File: src/rtl/lsu_pkg.sv
// lsu_pkg: shared types and constants for the load/store controller.
//   size_t  - request size encoding (byte, half, word, reserved)
//   state_t - controller FSM states
//   *_SHIFT - bit offset of each big-endian lane within a 32-bit word
//   lane_shift() - bit offset of the lane selected by size and byte offset
package lsu_pkg;

    typedef enum logic [1:0] {
        SZ_BYTE = 2'b00,
        SZ_HALF = 2'b01,
        SZ_WORD = 2'b10,
        SZ_RSVD = 2'b11
    } size_t;

    typedef enum logic [2:0] {
        IDLE,
        RD,
        CAP,
        RMW_RD,
        RMW_WR,
        WR,
        RESP
    } state_t;

    // Big-endian: byte offset 0 is the most significant lane.
    localparam logic [4:0] BYTE0_SHIFT = 5'd24;
    localparam logic [4:0] BYTE1_SHIFT = 5'd16;
    localparam logic [4:0] BYTE2_SHIFT = 5'd8;
    localparam logic [4:0] BYTE3_SHIFT = 5'd0;
    localparam logic [4:0] HALF0_SHIFT = 5'd16;
    localparam logic [4:0] HALF2_SHIFT = 5'd0;

    function automatic logic [4:0] lane_shift(input size_t size, input logic [1:0] off);
        logic [4:0] sh;
        sh = 5'd0;
        case (size)
            SZ_BYTE: begin
                case (off)
                    2'd0:    sh = BYTE0_SHIFT;
                    2'd1:    sh = BYTE1_SHIFT;
                    2'd2:    sh = BYTE2_SHIFT;
                    default: sh = BYTE3_SHIFT;
                endcase
            end
            SZ_HALF: sh = off[1] ? HALF2_SHIFT : HALF0_SHIFT;
            default: sh = 5'd0;
        endcase
        return sh;
    endfunction

endpackage

File: src/rtl/lsu_ctrl_if.sv
// lsu_ctrl_if: request/response bundle between the MEM stage and lsu_ctrl.
//   master - the requester (drives req_*, receives req_ready and resp_*)
//   slave  - the controller
interface lsu_ctrl_if #(
    parameter int ADDR_WIDTH = 32,
    parameter int WORD_WIDTH = 32
);
    logic                  req_valid;
    logic                  req_ready;
    logic                  req_we;
    logic [1:0]            req_size;
    logic                  req_signed;
    logic [ADDR_WIDTH-1:0] req_addr;
    logic [WORD_WIDTH-1:0] req_wdata;
    logic                  resp_valid;
    logic                  resp_err;
    logic [WORD_WIDTH-1:0] resp_rdata;

    modport master (
        output req_valid, req_we, req_size, req_signed, req_addr, req_wdata,
        input  req_ready, resp_valid, resp_err, resp_rdata
    );

    modport slave (
        input  req_valid, req_we, req_size, req_signed, req_addr, req_wdata,
        output req_ready, resp_valid, resp_err, resp_rdata
    );
endinterface

File: src/rtl/lsu_lane_align.sv
// lsu_lane_align: combinational lane steering for 32-bit big-endian words.
//   size, off, sgn - latched request size, byte offset and signedness
//   old_word       - word read from the RAM
//   new_data       - right-justified store data
//   load_data      - selected lane, sign- or zero-extended
//   merge_word     - old_word with the addressed lane(s) replaced by new_data
import lsu_pkg::*;

module lsu_lane_align (
    input  size_t       size,
    input  logic [1:0]  off,
    input  logic        sgn,
    input  logic [31:0] old_word,
    input  logic [31:0] new_data,
    output logic [31:0] load_data,
    output logic [31:0] merge_word
);

    function automatic logic signed [31:0] ext_byte(input logic [7:0] b, input logic s);
        logic signed [31:0] r;
        r = s ? 32'($signed(b)) : $signed({24'd0, b});
        return r;
    endfunction

    function automatic logic signed [31:0] ext_half(input logic [15:0] h, input logic s);
        logic signed [31:0] r;
        r = s ? 32'($signed(h)) : $signed({16'd0, h});
        return r;
    endfunction

    logic [4:0]  shift;
    logic [31:0] lane;
    logic [31:0] lane_mask;

    always_comb begin
        shift     = lane_shift(size, off);
        lane      = old_word >> shift;
        lane_mask = 32'hFFFF_FFFF;
        load_data = old_word;
        case (size)
            SZ_BYTE: begin
                lane_mask = 32'h0000_00FF;
                load_data = ext_byte(lane[7:0], sgn);
            end
            SZ_HALF: begin
                lane_mask = 32'h0000_FFFF;
                load_data = ext_half(lane[15:0], sgn);
            end
            default: begin
                lane_mask = 32'hFFFF_FFFF;
                load_data = old_word;
            end
        endcase
        merge_word = (old_word & ~(lane_mask << shift)) | ((new_data & lane_mask) << shift);
    end

endmodule

File: src/rtl/lsu_ctrl.sv
// lsu_ctrl: load/store controller between the MEM stage and a word-wide RAM
// with a one-cycle registered read port and no byte enables.
//   clk, rst            - clock, synchronous active-high reset
//   bus (slave)         - one-at-a-time byte/half/word request and response
//   ram_wen, ram_ren    - RAM write/read strobes (never both high)
//   ram_waddr/raddr     - word index of the latched request
//   ram_wdata           - full word to write (merged for sub-word stores)
//   ram_rdata           - registered RAM read data, valid the cycle after ram_ren
import lsu_pkg::*;

module lsu_ctrl #(
    parameter int NUM_WORD   = 1024,
    parameter int ADDR_WIDTH = 32,
    parameter int WORD_WIDTH = 32
) (
    input  logic                  clk,
    input  logic                  rst,
    lsu_ctrl_if.slave             bus,
    output logic                  ram_wen,
    output logic                  ram_ren,
    output logic [ADDR_WIDTH-1:0] ram_waddr,
    output logic [ADDR_WIDTH-1:0] ram_raddr,
    output logic [WORD_WIDTH-1:0] ram_wdata,
    input  logic [WORD_WIDTH-1:0] ram_rdata
);

    localparam logic [ADDR_WIDTH-1:0] LIMIT = ADDR_WIDTH'(NUM_WORD);

    state_t                state;
    state_t                state_nxt;

    logic                  we_q;
    size_t                 size_q;
    logic                  sgn_q;
    logic [1:0]            off_q;
    logic [ADDR_WIDTH-1:0] idx_q;
    logic [WORD_WIDTH-1:0] wdata_q;
    logic                  err_q;
    logic [WORD_WIDTH-1:0] rdata_q;

    logic [ADDR_WIDTH-1:0] req_idx;
    logic                  req_err;
    logic                  accept;
    logic [WORD_WIDTH-1:0] load_data;
    logic [WORD_WIDTH-1:0] merge_word;

    assign req_idx = {2'b00, bus.req_addr[ADDR_WIDTH-1:2]};

    // Errors are decided at accept time so the FSM can skip memory entirely.
    always_comb begin
        req_err = 1'b0;
        if (bus.req_size == SZ_RSVD)
            req_err = 1'b1;
        if (bus.req_size == SZ_HALF && bus.req_addr[0])
            req_err = 1'b1;
        if (bus.req_size == SZ_WORD && bus.req_addr[1:0] != 2'b00)
            req_err = 1'b1;
        if (req_idx >= LIMIT)
            req_err = 1'b1;
    end

    assign bus.req_ready = !rst && (state == IDLE);
    assign accept        = bus.req_valid && bus.req_ready;

    lsu_lane_align u_align (
        .size       (size_q),
        .off        (off_q),
        .sgn        (sgn_q),
        .old_word   (ram_rdata),
        .new_data   (wdata_q),
        .load_data  (load_data),
        .merge_word (merge_word)
    );

    always_ff @(posedge clk) begin
        if (rst) begin
            state   <= IDLE;
            we_q    <= 1'b0;
            size_q  <= SZ_BYTE;
            sgn_q   <= 1'b0;
            off_q   <= 2'b00;
            idx_q   <= '0;
            wdata_q <= '0;
            err_q   <= 1'b0;
            rdata_q <= '0;
        end else begin
            state <= state_nxt;
            if (accept) begin
                we_q    <= bus.req_we;
                size_q  <= size_t'(bus.req_size);
                sgn_q   <= bus.req_signed;
                off_q   <= bus.req_addr[1:0];
                idx_q   <= req_idx;
                wdata_q <= bus.req_wdata;
                err_q   <= req_err;
            end
            // ram_rdata is only trusted here, one cycle after the RD strobe.
            if (state == CAP)
                rdata_q <= load_data;
        end
    end

    always_comb begin
        state_nxt = state;
        case (state)
            IDLE: begin
                if (accept) begin
                    if (req_err)
                        state_nxt = RESP;
                    else if (!bus.req_we)
                        state_nxt = RD;
                    else if (bus.req_size == SZ_WORD)
                        state_nxt = WR;
                    else
                        state_nxt = RMW_RD;
                end
            end
            RD:      state_nxt = CAP;
            CAP:     state_nxt = RESP;
            RMW_RD:  state_nxt = RMW_WR;
            RMW_WR:  state_nxt = RESP;
            WR:      state_nxt = RESP;
            RESP:    state_nxt = IDLE;
            default: state_nxt = IDLE;
        endcase
    end

    // Strobes and the response are masked by rst so an abort mid-operation
    // produces neither a RAM access nor a completion pulse.
    always_comb begin
        ram_ren   = !rst && (state == RD || state == RMW_RD);
        ram_wen   = !rst && (state == WR || state == RMW_WR);
        ram_wdata = '0;
        if (ram_wen)
            ram_wdata = (state == RMW_WR) ? merge_word : wdata_q;
    end

    assign ram_waddr      = idx_q;
    assign ram_raddr      = idx_q;
    assign bus.resp_valid = !rst && (state == RESP);
    assign bus.resp_err   = bus.resp_valid && err_q;
    assign bus.resp_rdata = rdata_q;

    // Only stores reach WR/RMW_WR; we_q is kept for completeness of the latch.
    logic unused_we;
    assign unused_we = we_q;

endmodule

File: src/flat_wrapper.sv
// flat-port wrapper written by rule: the top's interface ports become plain ports
module lsu_ctrl_flat 
#(
    parameter int NUM_WORD   = 1024,
    parameter int ADDR_WIDTH = 32,
    parameter int WORD_WIDTH = 32
)
  (clk, rst, ram_wen, ram_ren, ram_waddr, ram_raddr, ram_wdata, ram_rdata, bus_req_valid, bus_req_we, bus_req_size, bus_req_signed, bus_req_addr, bus_req_wdata, bus_req_ready, bus_resp_valid, bus_resp_err, bus_resp_rdata);
  lsu_ctrl_if #(.ADDR_WIDTH(ADDR_WIDTH), .WORD_WIDTH(WORD_WIDTH)) bus_i ();
  input  logic clk;
  input  logic rst;
  output logic ram_wen;
  output logic ram_ren;
  output logic [ADDR_WIDTH-1:0] ram_waddr;
  output logic [ADDR_WIDTH-1:0] ram_raddr;
  output logic [WORD_WIDTH-1:0] ram_wdata;
  input  logic [WORD_WIDTH-1:0] ram_rdata;
  input wire logic [$bits(bus_i.req_valid)-1:0] bus_req_valid;
  input wire logic [$bits(bus_i.req_we)-1:0] bus_req_we;
  input wire logic [$bits(bus_i.req_size)-1:0] bus_req_size;
  input wire logic [$bits(bus_i.req_signed)-1:0] bus_req_signed;
  input wire logic [$bits(bus_i.req_addr)-1:0] bus_req_addr;
  input wire logic [$bits(bus_i.req_wdata)-1:0] bus_req_wdata;
  output wire logic [$bits(bus_i.req_ready)-1:0] bus_req_ready;
  output wire logic [$bits(bus_i.resp_valid)-1:0] bus_resp_valid;
  output wire logic [$bits(bus_i.resp_err)-1:0] bus_resp_err;
  output wire logic [$bits(bus_i.resp_rdata)-1:0] bus_resp_rdata;
  assign bus_i.req_valid = bus_req_valid;
  assign bus_i.req_we = bus_req_we;
  assign bus_i.req_size = bus_req_size;
  assign bus_i.req_signed = bus_req_signed;
  assign bus_i.req_addr = bus_req_addr;
  assign bus_i.req_wdata = bus_req_wdata;
  assign bus_req_ready = bus_i.req_ready;
  assign bus_resp_valid = bus_i.resp_valid;
  assign bus_resp_err = bus_i.resp_err;
  assign bus_resp_rdata = bus_i.resp_rdata;
  lsu_ctrl #(.NUM_WORD(NUM_WORD), .ADDR_WIDTH(ADDR_WIDTH), .WORD_WIDTH(WORD_WIDTH)) u_core (.clk(clk), .rst(rst), .bus(bus_i), .ram_wen(ram_wen), .ram_ren(ram_ren), .ram_waddr(ram_waddr), .ram_raddr(ram_raddr), .ram_wdata(ram_wdata), .ram_rdata(ram_rdata));
endmodule
File: config.mk
export PLATFORM = sky130hd
export DESIGN_NAME = lsu_ctrl_flat
export DESIGN_NICKNAME = d
export VERILOG_FILES = /design/src/rtl/lsu_pkg.sv /design/src/rtl/lsu_ctrl_if.sv /design/src/rtl/lsu_lane_align.sv /design/src/rtl/lsu_ctrl.sv /design/src/flat_wrapper.sv
export SDC_FILE = /design/constraint.sdc
export NUM_CORES = 1
export LEC_CHECK = 0
export BUFFER_PORTS_ARGS = -buffer_cell sky130_fd_sc_hd__buf_2
export CORE_UTILIZATION = 25
export CTS_CLUSTER_SIZE = 24
export DETAILED_ROUTE_END_ITERATION = 7
export GPL_TIMING_DRIVEN = 1
export PLACE_DENSITY = 0.52
export SETUP_SLACK_MARGIN = 0.5
export SLEW_MARGIN = 20
export SYNTH_ARGS = -nofsm -noshare
export SYNTH_HDL_FRONTEND = slang
export SYNTH_SLANG_ARGS = --single-unit
export TNS_END_PERCENT = 5
File: constraint.sdc
create_clock -name clk -period 4.5 [get_ports clk]
set_input_delay 0 -clock clk [delete_from_list [all_inputs] [get_ports clk]]
set_output_delay 0 -clock clk [all_outputs]
set_load 0.01 [all_outputs]
Word level (Yosys, flattened, before mapping):

Cells that the tools add are included.

* register bits after elaboration: 103
* bits in latches: 0
* RAM bits: 0
* ROM bits: 0
* input port bits: 103
* output and inout bits: 133
* word-level logic and storage cells: 63
* memories kept: 0

* add/sub/neg operators: 0
* $mul: 0
* divide/modulo/power cells: 0
* $lt $le $gt $ge: 1
* eq/ne operators: 13
* shifts and indexed selects: 3
* mux-type cells: 18
* bitwise gates (word level): 4
* reduce and logical (&&, ||, !) cells: 16

Operators by type and width (count)
* $mux 32: 4
* $pmux 32 s2: 2
* $and 32x32->32: 2
* $shl 32x5->32: 2
* $not 32->32: 1
* $or 32x32->32: 1
* $shr 32x5->16: 1
* $ge 30x11->1 const B: 1
* $pmux 5 s3: 1
* $mux 3: 4
* $pmux 3 s4: 1
* $pmux 5 s2: 1
* $eq 3x3->1 const B: 3
* $logic_and 1x1->1: 8
* $eq 2x1->1 const B: 3
* $eq 2x2->1 const B: 3
* $eq 3x2->1 const B: 2
* $mux 5: 1
* $logic_not 2->1: 2
* $mux 1: 4
* $eq 3x1->1 const B: 1
* $logic_not 3->1: 1
* $reduce_or 3->1: 1
* $logic_or 1x1->1: 2
* 3 further kinds: 3

Logic depth before layout (Yosys ltp):

Gate-level depths: netlist (run 1).

* depth in word-level cells: 9
* gate-level depth with buffers: 8
* depth with buffers taken out: 4

Modules after synthesis:

From an unflattened synthesis (run 1), not the netlist that was laid out.

* cell total of the unflattened synthesis: 830
* area total of the unflattened synthesis: 5914.4 sq um

Modules (own cells, without submodules)
* lsu_ctrl: times used 1, cells each 615, area each 4605.7 sq um, sequential area each 2062.0 sq um
* lsu_lane_align: times used 1, cells each 215, area each 1308.8 sq um, sequential area each 0.0 sq um

Least setup slack after synthesis (run 1):

Ideal clock, no wire load.

* kind: register to output
* start: reg u_core.state[0]
* end: out ram_wdata[22]
* arrival time: 1.710 ns
* required time: 4.500 ns
* path slack: 2.790 ns
* stages on the path, launching flop included: 8
* path buffers: 3
* cells stage by stage: dfxtp_1 > buf_2 > or3b_4 > buf_2 > nor2_4 > buf_4 > nor2_1 > a211oi_1

* word-level cells in the longest chain between the ends: 4
* elaborated cells on any way between the ends: 6
* those cells by class: 2 x eq/ne; 2 x mux; 2 x reduce/logical

RTL lines
* from (decl): RTL line lsu_ctrl.sv:29 `state_t state;`
* from (signal assigned): RTL line lsu_ctrl.sv:87 `state <= state_nxt;`
* $eq 3x3->1 (on tied branches): RTL line lsu_ctrl.sv:132, lsu_ctrl.sv:135
* $logic_or 1x1->1: RTL line lsu_ctrl.sv:132 `ram_wen = !rst && (state == WR || state == RMW_WR);`
* $logic_and 1x1->1: RTL line lsu_ctrl.sv:132
* $mux 32 (*): RTL line lsu_ctrl.sv:134 `if (ram_wen)`
* to (decl): RTL line flat_wrapper.sv:16 `output logic [WORD_WIDTH-1:0] ram_wdata;`

Mark *: on every way between the ends. The rest lies on a longest branch, timed or not.

Final worst setup path (run 1):

* start: reg u_core.size_q[0]
* end: out ram_wdata[15]

* word-level cells in the longest chain between the ends: 8
* elaborated cells on any way between the ends: 12
* those cells by class: 1 x eq/ne; 2 x shift; 4 x mux; 4 x bitwise; 1 x reduce/logical

RTL lines
* from (decl): RTL line lsu_ctrl.sv:33 `size_t size_q;`
* from (signal assigned): RTL line lsu_ctrl.sv:90 `size_q <= size_t'(bus.req_size);`
* $eq 2x1->1 / $logic_not 2->1 (equally long branches): RTL line lsu_pkg.sv:36, lsu_lane_align.sv:40
* $pmux 32 s2 / $pmux 5 s2 (equally long branches): RTL line lsu_lane_align.sv:40, lsu_pkg.sv:36
* $shl 32x5->32: RTL line lsu_lane_align.sv:54 `merge_word = (old_word & ~(lane_mask << shift)) | ((new_data & lane_mask) << shift);`
* $not 32->32: RTL line lsu_lane_align.sv:54
* $and 32x32->32: RTL line lsu_lane_align.sv:54
* $or 32x32->32 (*): RTL line lsu_lane_align.sv:54
* $mux 32 (*): RTL line lsu_ctrl.sv:135 `ram_wdata = (state == RMW_WR) ? merge_word : wdata_q;`
* $mux 32 (*): RTL line lsu_ctrl.sv:134

Marked as above.

==> qor.yml, run 1 <==
die:
  die_width_um: 150
  start_util_pct: 25.8
  die_area_sq_um: 22600
  die_h_um: 150
  num_rows: 53
  core-area_sq_um: 21300
  num_io_pins: 236
clock_network:
  clk_path_buf_depth: 2
  cts_buffers: 9
  cts_tree: "done"
  post_cts_resized: 0
  clk_pin_slew_ns: 0.08
  htree_levels: 3
  cts-root-buf: "clkbuf_16"
  worstSkewPairLatency_ns: 0.36
  cts.sinks: 103
finish:
  area_growth_pct: 37.0
  insertedDiodeCount: 0
  utilization_pct: 35.3
  final_cell_mix: "231 x buf_2, 150 x nand2_1, 103 x dfxtp_1"
  final_nets: 1021
  final_common_cell: "buf_2"
  drive_above_1_share_pct: 28.6
drt:
  routedWlPerCell_um: 17.3
  drtIter0Drc: 326
  dr.pass1.iters: 5
  viasPerCell: 4.90
  ant_nets: 0
  finalWirelength_mm: 20.7
  drc: 0
  vias: 5870
synth:
  synth_seq_cells: 103
  synth_cell_type_count: 49
  ys_seq_area_share_pct: 37.5
  yosysWarningCount: 0
  async_flop_share_pct: 0
  synth_edf_count: 0
  netlist_area_sq_um: 5490
  postSynthAreaPerCell_sq_um: 7.98
  syn_inst: 688
  synth_flop_cell: "dfxtp_1"
setup_path:
  arrival_ns: 2.71
  worstSetupEndpointType: "output port"
  path_max_fanout: 28
  ff2ff_setup_slack_ns: 2.01
  crit_type: "register to output port"
  cp.required_ns: 4.50
  start_kind: "register"
  crit_chain: "nor2_1, and3_1, a2111oi_0, nor3_1, buf_2"
  crit_slowest_cell: "dfxtp_1"
  cpPeakStageDelay_ns: 0.91
placement:
  port_buffers: 231
  dpl.hpwl_mm: 15.2
  globalplace.congestion: 0.885
  place_ws_ns: 2.09
timing:
  fin_skew_ns: 0.0156
  timing.final.crit_period_ns: 2.71
  hold_viol: 0
  worst_hold_slack_ns: 0.0355
  post-route-worst-setup-slack_ns: 1.79
  relSlewSlack_pct: 34.8
  rsz0062_at_grt: "false"
  worstMarginPinSlew_ns: 0.975
  setup_viol: 0
  fmax_mhz: 369
  fin_tns_setup_ns: 0
  timing.final.max_slew_violations: 0
  fin_crit_sh_pct: 60.2
pwr:
  p_leak_nw: 3.64
  p_per_area_nw_per_um2: 315
  peakVddDrop_mv: 0.179
global_route:
  overflow: 0
  antenna_found_initial: 0
  grt_max_degree: 90
  grt_usage_pct: 18.4
  grt_pass1_vias: 5614
  grt_first_pass_wirelength_mm: 31.4
worst_hold_path:
  holdCritPathClass: "input pin to register"
run:
  maxCapViolations: 0
outcome:
  status: "complete, no violations"
## cells by family (layout without fill, tap and decap cells)
group | Yosys count | in the layout | synth area share, %
AO/OA/AOI/OAI | 145 | 145 | 19.5
other | 1 | 4 | 0.0683
buffers and inverters | 95 | 326 | 9.50
AND/OR/NAND/NOR | 326 | 326 | 30.1
multiplexers | 18 | 18 | 3.28
flip-flops | 103 | 103 | 37.5
## routing by layer
metal  global-route usage, %  part of all wire (%)
met3                    4.30                   7.6
met4                    4.90                   1.4
met1                    23.5                    43
met2                    30.8                    48
met5                       0                     0
## synth_stat cells, drive strengths merged, types with 8 or more instances
master / count / area share [%]
nand2: 152 / 10
dfxtp: 103 / 38
nand3b: 68 / 9.3
buf: 57 / 6.9
nor2: 43 / 3.1
clkbuf: 33 / 2.3
a31oi: 24 / 2.7
a21oi: 23 / 2.1
mux2i: 18 / 3.3
o21bai: 16 / 2.2
nor3: 12 / 1.2
nor2b: 11 / 1.3
a211oi: 10 / 1.6
a2111oi: 8 / 1.3
a22o: 8 / 1.3
a22oi: 8 / 1.1
a311oi: 8 / 1.3
and3: 8 / 0.91
nand3: 8 / 0.73
o2bb2ai: 8 / 1.3
## worst max-delay path, delay by kind of cell, from the launching register on
family / cells / cell delay, ns
and+or+nand+nor: 3 / 0.85
AOI/OAI and AO/OA: 1 / 0.39
buffers and inverters: 1 / 0.20
DFF: 1 / 0.91
## final timing paths
check,end,startpoint,cells after the start
max,ram_wdata[15],u_core.size_q[0],5
min,u_core.bus.resp_rdata[23],ram_rdata[23],3
max reg2reg,u_core.bus.resp_rdata[14],u_core.size_q[0],4
min reg2reg,u_core.bus.resp_rdata[7],u_core.bus.resp_rdata[7],2
## repair_timing
item / CTS / global route
hold endpoints to repair: 69 / 0
buffers inserted: 0 / 0
hold buffers: 70 / 0
## sequential cells by signal (all words and copies together) (netlist names)
name and flops:
u_core.state 3, u_core.ram_raddr 30, u_core.err_q 1, u_core.off_q 2, u_core.size_q 2, u_core.sgn_q 1, u_core.bus.resp_rdata 32, u_core.wdata_q 32
## final cells by class
| class | instances | area (sq um) |
|---|---|---|
| Inverter | 5 | 18.8 |
| Clock buffer | 9 | 225 |
| Sequential cell | 103 | 2060 |
| Clock inverter | 6 | 52.6 |
| Fill cell | 2298 | 13800 |
| Multi-Input combinational cell | 493 | 2930 |
| Timing Repair Buffer | 306 | 1890 |
| Tap cell | 275 | 344 |
## power breakdown
group          leakage [nW]  switching, mW  total, mW  internal, mW
Clock                 0.130          0.386      0.767         0.382
Sequential            0.844         0.0666       1.05         0.984
Combinational          2.66          0.310      0.551         0.241
## metrics by stage
step,total power [mW],instance area [sq um],cells
finish,2.37,7520,1197
global route,2.49,7520,1197
CTS,2.39,7520,1197
detailed placement,1.57,6540,1112
global placement,1.57,6540,1112
floorplan,1.38,5500,691
No activity file was read; power rests on OpenSTA's default activity.
==> run 2: changes to the inputs <==
==> constraint.sdc (replaced) <==
create_clock -name clk -period 2.7 [get_ports clk]
set_input_delay 0 -clock clk [delete_from_list [all_inputs] [get_ports clk]]
set_output_delay 0 -clock clk [all_outputs]
set_load 0.01 [all_outputs]
==> qor.yml, run 2 (synthesis results as in run 1) <==
outcome:
  status: "complete, no violations"  # unchanged
timing:
  fmax_mhz: 461
  fin_skew_ns: 0.0125  # was 0.0156 ns
  rsz0062_at_grt: "true"  # was false
  timing.final.max_slew_violations: 0  # unchanged
  hold_viol: 0  # unchanged
  relSlewSlack_pct: 54.9  # was 34.8%
  timing.final.crit_period_ns: 2.17
  fin_crit_sh_pct: 80.4
  setup_viol: 0  # unchanged
  fin_tns_setup_ns: 0  # unchanged
  worstMarginPinSlew_ns: 0.675  # was 0.975 ns
die:
  core-area_sq_um: 21300  # unchanged
  die_width_um: 150  # unchanged
  start_util_pct: 25.8  # unchanged
  num_io_pins: 236  # unchanged
  die_h_um: 150  # unchanged
  die_area_sq_um: 22600  # unchanged
  num_rows: 53  # unchanged
clock_network:
  clk_pin_slew_ns: 0.08  # about the same
  cts.sinks: 103  # unchanged
  htree_levels: 3  # unchanged
  clk_path_buf_depth: 2  # unchanged
  cts-root-buf: "clkbuf_16"  # unchanged
  worstSkewPairLatency_ns: 0.37  # was 0.36 ns
  cts_tree: "done"  # unchanged
  cts_buffers: 9  # unchanged
drt:
  viasPerCell: 4.87  # was 4.90
  drtIter0Drc: 260  # was 326
  finalWirelength_mm: 21.3  # was 20.7 mm
  vias: 5904  # was 5,870
  ant_nets: 0  # unchanged
  routedWlPerCell_um: 17.6  # was 17.3 um
  dr.pass1.iters: 4  # was 5
  drc: 0  # unchanged
placement:
  place_area_sq_um: 6660  # was 6540 sq um
  globalplace.congestion: 0.889  # was 0.885
  dpl.hpwl_mm: 15.5  # was 15.2 mm
  port_buffers: 231  # unchanged
finish:
  final_area_sq_um: 7760  # was 7520 sq um
  final_cell_mix: "231 x buf_2, 150 x nand2_1, 98 x dfxtp_1"  # was 231 x buf_2, 150 x nand2_1, 103 x dfxtp_1
  drive_above_1_share_pct: 31.6  # was 28.6%
  nFillCells: 2239  # was 2,298
  final_common_cell: "buf_2"  # unchanged
  final_nets: 1035  # was 1,021
  utilization_pct: 36.5  # was 35.3%
  area_growth_pct: 41.4  # was 37.0%
  seq_area_sq_um: 2070  # was 2060 sq um
  multi_input_area_sq_um: 2970  # was 2930 sq um
  insertedDiodeCount: 0  # unchanged
setup_path:
  crit_slowest_cell: "dfxtp_2"  # was dfxtp_1
  critPathTopFamily: "flip-flops"  # unchanged
  cp_num_buf_inv: 1  # unchanged
  crit_type: "register to output port"  # unchanged
  cp.required_ns: 2.70  # was 4.50 ns
  arrival_ns: 2.17  # was 2.71 ns
  start_kind: "register"  # unchanged
  crit_chain: "or2_1, nand2_2, mux2i_1, a211oi_2, buf_2"  # was nor2_1, and3_1, a2111oi_0, nor3_1, buf_2
  cpPeakStageDelay_ns: 0.53  # was 0.91 ns
  worstSetupEndpointType: "output port"  # unchanged
  path_max_fanout: 16  # was 28
global_route:
  grt_max_degree: 52  # was 90
  grt_pass1_vias: 5751  # was 5,614
  grt_usage_pct: 19.1  # was 18.4%
  grt_first_pass_wirelength_mm: 32.9  # was 31.4 mm
  antenna_found_initial: 0  # unchanged
  overflow: 0  # unchanged
pwr:
  p_leak_nw: 3.75  # was 3.64 nW
  p_per_area_nw_per_um2: 533  # was 315 nW/um^2
  peakVddDrop_mv: 0.239  # was 0.179 mV
run:
  maxCapViolations: 0  # unchanged
worst_hold_path:
  holdCritPathClass: "input pin to register"  # unchanged
run 2: cell types whose count changed in the layout (fill, tap and decap cells not counted), sizes merged:
cell / previous run / this run
dlygate4sd3: 70 / 69
clkinv: 1 / 2
bufinv: 0 / 1
clkbuf: 9 / 10
clkinvlp: 2 / 0
buf: 236 / 251
run 2: final cells by class:
| class | instances | share of cell area (%) |
|---|---|---|
| repair buffers | 320 | 26.4 |
| inverters | 5 | 0.242 |
| multi-input cells | 493 | 38.3 |
| clock buffers | 10 | 3.08 |
| clock inverters | 6 | 0.951 |
| well taps | 275 | 4.43 |
| flip-flops and latches | 103 | 26.6 |
run 2: stage by stage:
| stage | cells | hold WS [ns] | total power, mW | worst slack, ns |
|---|---|---|---|---|
| global placement | 1125 | 0.184 | 2.65 | 0.658 |
| CTS | 1211 | 0.0113 | 4.16 | 0.307 |
| floorplan | 691 | 0.0351 | 2.31 | 0.990 |
| finish | 1212 | 0.0307 | 4.14 | 0.529 |
| global route | 1212 | 0.0476 | 4.34 | 0.447 |
| detailed placement | 1125 | 0.188 | 2.65 | 0.617 |
run 2: worst paths after layout:
check	cells after the start	endpoint	slack, ns	from
setup reg to reg	6	u_core.bus.resp_rdata[23]	0.69	u_core.size_q[0]
hold reg to reg	2	u_core.bus.resp_rdata[7]	0.47	u_core.bus.resp_rdata[7]
hold / removal	3	u_core.bus.resp_rdata[20]	0.03	ram_rdata[20]
setup / recovery	5	ram_wdata[17]	0.53	u_core.size_q[0]
run 2: power by group:
group / internal [mW] / total, mW / switching, mW
logic: 0.435 / 0.973 / 0.538
clock network: 0.759 / 1.41 / 0.654
registers: 1.64 / 1.75 / 0.112
run 2: per-layer routing:
layer	up-vias	global-route usage [%]	part of all wire, %
met4	0	5.05	1.1
met2	213	31.8	48
li1	2887	-	-
met3	18	4.24	6.4
met5	-	0	0
met1	2786	24.7	45
run 2: worst min-delay path, delay by kind of cell:
family | cells | cell delay, ns
buffers and inverters | 1 | 0.12
AOI/OAI and AO/OA | 2 | 0.23
run 2: timing repair:
item	in CTS	in global routing
endpoints found under the hold margin	69	0
pin swaps	1	0
gates resized for setup	0	19
setup endpoints to repair	32	50
buffers inserted	1	1
cloned	0	0
hold buffers	69	0
==> run 3: changes to the inputs <==
--- a/config.mk
+++ b/config.mk
@@ -5,6 +5,7 @@
 export SDC_FILE = /design/constraint.sdc
 export NUM_CORES = 1
 export LEC_CHECK = 0
+export ABC_AREA = 1
 export BUFFER_PORTS_ARGS = -buffer_cell sky130_fd_sc_hd__buf_2
 export CORE_UTILIZATION = 25
 export CTS_CLUSTER_SIZE = 24
==> constraint.sdc (replaced) <==
create_clock -name clk -period 2 [get_ports clk]
set_input_delay 0 -clock clk [delete_from_list [all_inputs] [get_ports clk]]
set_output_delay 0 -clock clk [all_outputs]
set_load 0.01 [all_outputs]
==> qor.yml, run 3 <==
synth:
  synth_flop_cell: "dfxtp_1"  # unchanged
  synthTopCellsByArea: "dfxtp_1 36%, nand2_1 15%, nand3_1 9.7%, a21oi_1 8.1%, buf_4 5.3%"  # was dfxtp_1 38%, nand2_1 10%, nand3b_1 9.3%, buf_4 4.9%, mux2i_1 3.3%
  yosysMostFrequentCell: "nand2_1"  # unchanged
  synthXorXnorAreaFrac_pct: 0  # unchanged
  synth_edf_count: 0  # unchanged
  synth_fa_ha_area_share_pct: 0  # unchanged
  syn_inst: 845  # was 688
  synth_commonest_cells: "227 x nand2_1, 110 x nand3_1, 103 x dfxtp_1"  # was 151 x nand2_1, 103 x dfxtp_1, 68 x nand3b_1
  postSynthAreaPerCell_sq_um: 6.74  # was 7.98 sq um
  async_flop_share_pct: 0  # unchanged
  synth_top_area_share_pct: 36.2  # was 37.5%
  synth_compound_area_share_pct: 18.4  # was 19.5%
  yosysTopAreaCell: "dfxtp_1"  # unchanged
  synth_cell_type_count: 33  # was 49
  synth_top_family_by_area: "simple AND/OR/NAND/NOR gates"  # unchanged
  synth_simple_gate_area_share_pct: 30.5  # was 30.1%
  synth_seq_cells: 103  # unchanged
  yosysWarningCount: 0  # unchanged
  netlist_area_sq_um: 5690  # was 5490 sq um
  ys_seq_area_share_pct: 36.2  # was 37.5%
  synth_mux_area_share_pct: 0  # was 3.28%
drt:
  finalWirelength_mm: 22.8  # was 21.3 mm
  routedWlPerCell_um: 16.4  # was 17.6 um
  drtIter0Drc: 352  # was 260
  ant_nets: 0  # unchanged
  viasPerCell: 4.74  # was 4.87
  drc: 0  # unchanged
  dr.pass1.iters: 5  # was 4
  vias: 6596  # was 5,904
global_route:
  met2_usage_pct: 34.4  # was 31.8%
  grt_pass1_vias: 6255  # was 5,751
  grt.busiest_layer: "met2"  # unchanged
  grt_first_pass_wirelength_mm: 34.9  # was 32.9 mm
  overflow: 0  # unchanged
  grt_usage_pct: 19.3  # was 19.1%
  antenna_found_initial: 0  # unchanged
  grtUsageMet3_pct: 3.86  # was 4.24%
  grt_max_degree: 51  # was 52
  met1_usage_pct: 23.3  # was 24.7%
timing:
  timing.final.max_slew_violations: 0  # unchanged
  fin_tns_setup_ns: 0  # unchanged
  worstMarginPinSlew_ns: 0.671  # was 0.675 ns
  fmax_mhz: 527
  timing.final.crit_period_ns: 1.90
  worst_hold_slack_ns: 0.00525  # was 0.0307 ns
  fin_skew_ns: 0.00926  # was 0.0125 ns
  hold_viol: 0  # unchanged
  fin_crit_sh_pct: 94.8
  rsz0062_at_grt: "true"  # unchanged
  setup_viol: 0  # unchanged
  relSlewSlack_pct: 55.2  # was 54.9%
outcome:
  status: "complete, no violations"  # unchanged
worst_hold_path:
  hold_depth: 3  # unchanged
  holdPathEnd: "u_core.wdata_q[2]"  # was u_core.bus.resp_rdata[20]
  min_from: "bus_req_wdata[2]"  # was ram_rdata[20]
  holdCritPathClass: "input pin to register"  # unchanged
die:
  num_io_pins: 236  # unchanged
  die_width_um: 153  # was 150 um
  num_rows: 54  # was 53
  start_util_pct: 25.8  # about the same
  die_area_sq_um: 23400  # was 22,600 sq um
  core-area_sq_um: 22100  # was 21,300 sq um
  die_h_um: 153  # was 150 um
finish:
  final_nets: 1209  # was 1,035
  area_growth_pct: 46.4  # was 41.4%
  insertedDiodeCount: 0  # unchanged
  utilization_pct: 37.7  # was 36.5%
  final_area_sq_um: 8330  # was 7760 sq um
  final_common_cell: "buf_2"  # unchanged
  drive_above_1_share_pct: 32.5  # was 31.6%
  final_cell_mix: "229 x buf_2, 215 x nand2_1, 109 x nand3_1"  # was 231 x buf_2, 150 x nand2_1, 98 x dfxtp_1
clock_network:
  htree_levels: 3  # unchanged
  cts_buffers: 9  # unchanged
  cts_tree: "done"  # unchanged
  cts-root-buf: "clkbuf_16"  # unchanged
  cts.sinks: 103  # unchanged
  clk_path_buf_depth: 2  # unchanged
  worstSkewPairLatency_ns: 0.36  # was 0.37 ns
  clk_pin_slew_ns: 0.08  # about the same
setup_path:
  cp.required_ns: 2.00  # was 2.70 ns
  start_kind: "register"  # unchanged
  r2r_end: "u_core.bus.resp_rdata[5]"  # was u_core.bus.resp_rdata[23]
  ff2ff_setup_slack_ns: 0.22  # was 0.69 ns
  worstSetupEndpointType: "output port"  # unchanged
  reg2reg_from: "u_core.size_q[1]"  # was u_core.size_q[0]
  r2r_cells: 9  # was 6
  crit_type: "register to output port"  # unchanged
  arrival_ns: 1.90  # was 2.17 ns
  path_max_fanout: 8  # was 16
placement:
  port_buffers: 231  # unchanged
  globalplace.congestion: 0.901  # was 0.889
  dpl.hpwl_mm: 16.8  # was 15.5 mm
  place_area_sq_um: 6860  # was 6660 sq um
run:
  maxCapViolations: 0  # unchanged
pwr:
  p_per_area_nw_per_um2: 843  # was 533 nW/um^2
  finalPower_mw: 7.02  # was 4.14 mW
  peakVddDrop_mv: 0.418  # was 0.239 mV
  p_leak_nw: 4.12  # was 3.75 nW
## run 3: cell types whose count changed in the layout (fill, tap and decap cells not counted), sizes merged, moves of 17 or more
cell / previous run / this run
inv: 8 / 75
a21oi: 23 / 92
nand2: 152 / 231
o21ai: 6 / 47
buf: 251 / 269
mux2i: 18 / 0
nand3b: 68 / 0
nand3: 8 / 115
o21a: 7 / 24
a31oi: 24 / 1
## run 3: area by class of cell
type,count,area [sq um]
clock buffers,9,225
clock inverters,7,90.1
fillers,2359,13800
inverters,72,278
multi-input cells,585,3130
flip-flops and latches,103,2070
well taps,280,350
repair buffers,335,2180
## run 3: power breakdown
group	internal [mW]	total [mW]	switching, mW
Combinational	1.04	2.59	1.56
Sequential	2.33	2.51	0.180
Clock	1.00	1.93	0.923
## run 3: repair_timing
action | CTS | global route
gates cloned | 3 | 0
pin swaps | 12 | 8
hold buffers | 66 | 0
buffers inserted | 10 | 5
gates resized for setup | 57 | 24
hold endpoints to repair | 67 | 0
setup endpoints to repair | 113 | 118
## run 3: worst max path at each step
stage	startpoint	endpoint	slack, ns	depth (start not counted)
after detailed placement	u_core.state[1]	ram_wdata[30]	0.23	7
final	u_core.size_q[1]	ram_wdata[20]	0.10	9
after CTS	u_core.size_q[1]	ram_wdata[28]	0.14	9
after global placement	u_core.size_q[1]	u_core.bus.resp_rdata[5]	0.25	8
after global routing	u_core.size_q[1]	ram_wdata[25]	0.02	9
after floorplan	u_core.off_q[0]	u_core.bus.resp_rdata[19]	0.68	9
## run 3: metrics by stage
stage,std cells,worst slack [ns]
6_report,1391,0.104
5_1_grt,1391,0.0211
4_1_cts,1386,0.139
3_5_place_dp,1291,0.235
3_3_place_gp,1291,0.250
2_1_floorplan,848,0.683
## run 3: logic make-up (layout without fill, tap and decap cells)
group	after synthesis	after routing
AO/OA/AOI/OAI	188	188
AND/OR/NAND/NOR	391	393
flip-flops	103	103
other	1	4
buffers and inverters	162	423
## run 3: per-layer routing
metal  vias to the layer above  share of wire [%]
li1                       3271                  -
met1                      3010                 42
met2                       282                 49
met3                        33                6.4
met4                         0                2.2
met5                         -                  0
## run 3: critical path, cell delays in order, from the launching register on
cell     delay, ns
dfxtp_4       0.37
nor2_4        0.14
nand2_2       0.10
buf_6         0.16
nand2_8       0.11
nand2_8       0.10
o22ai_2       0.12
nand2_1       0.14
a21oi_2       0.14
buf_2         0.15
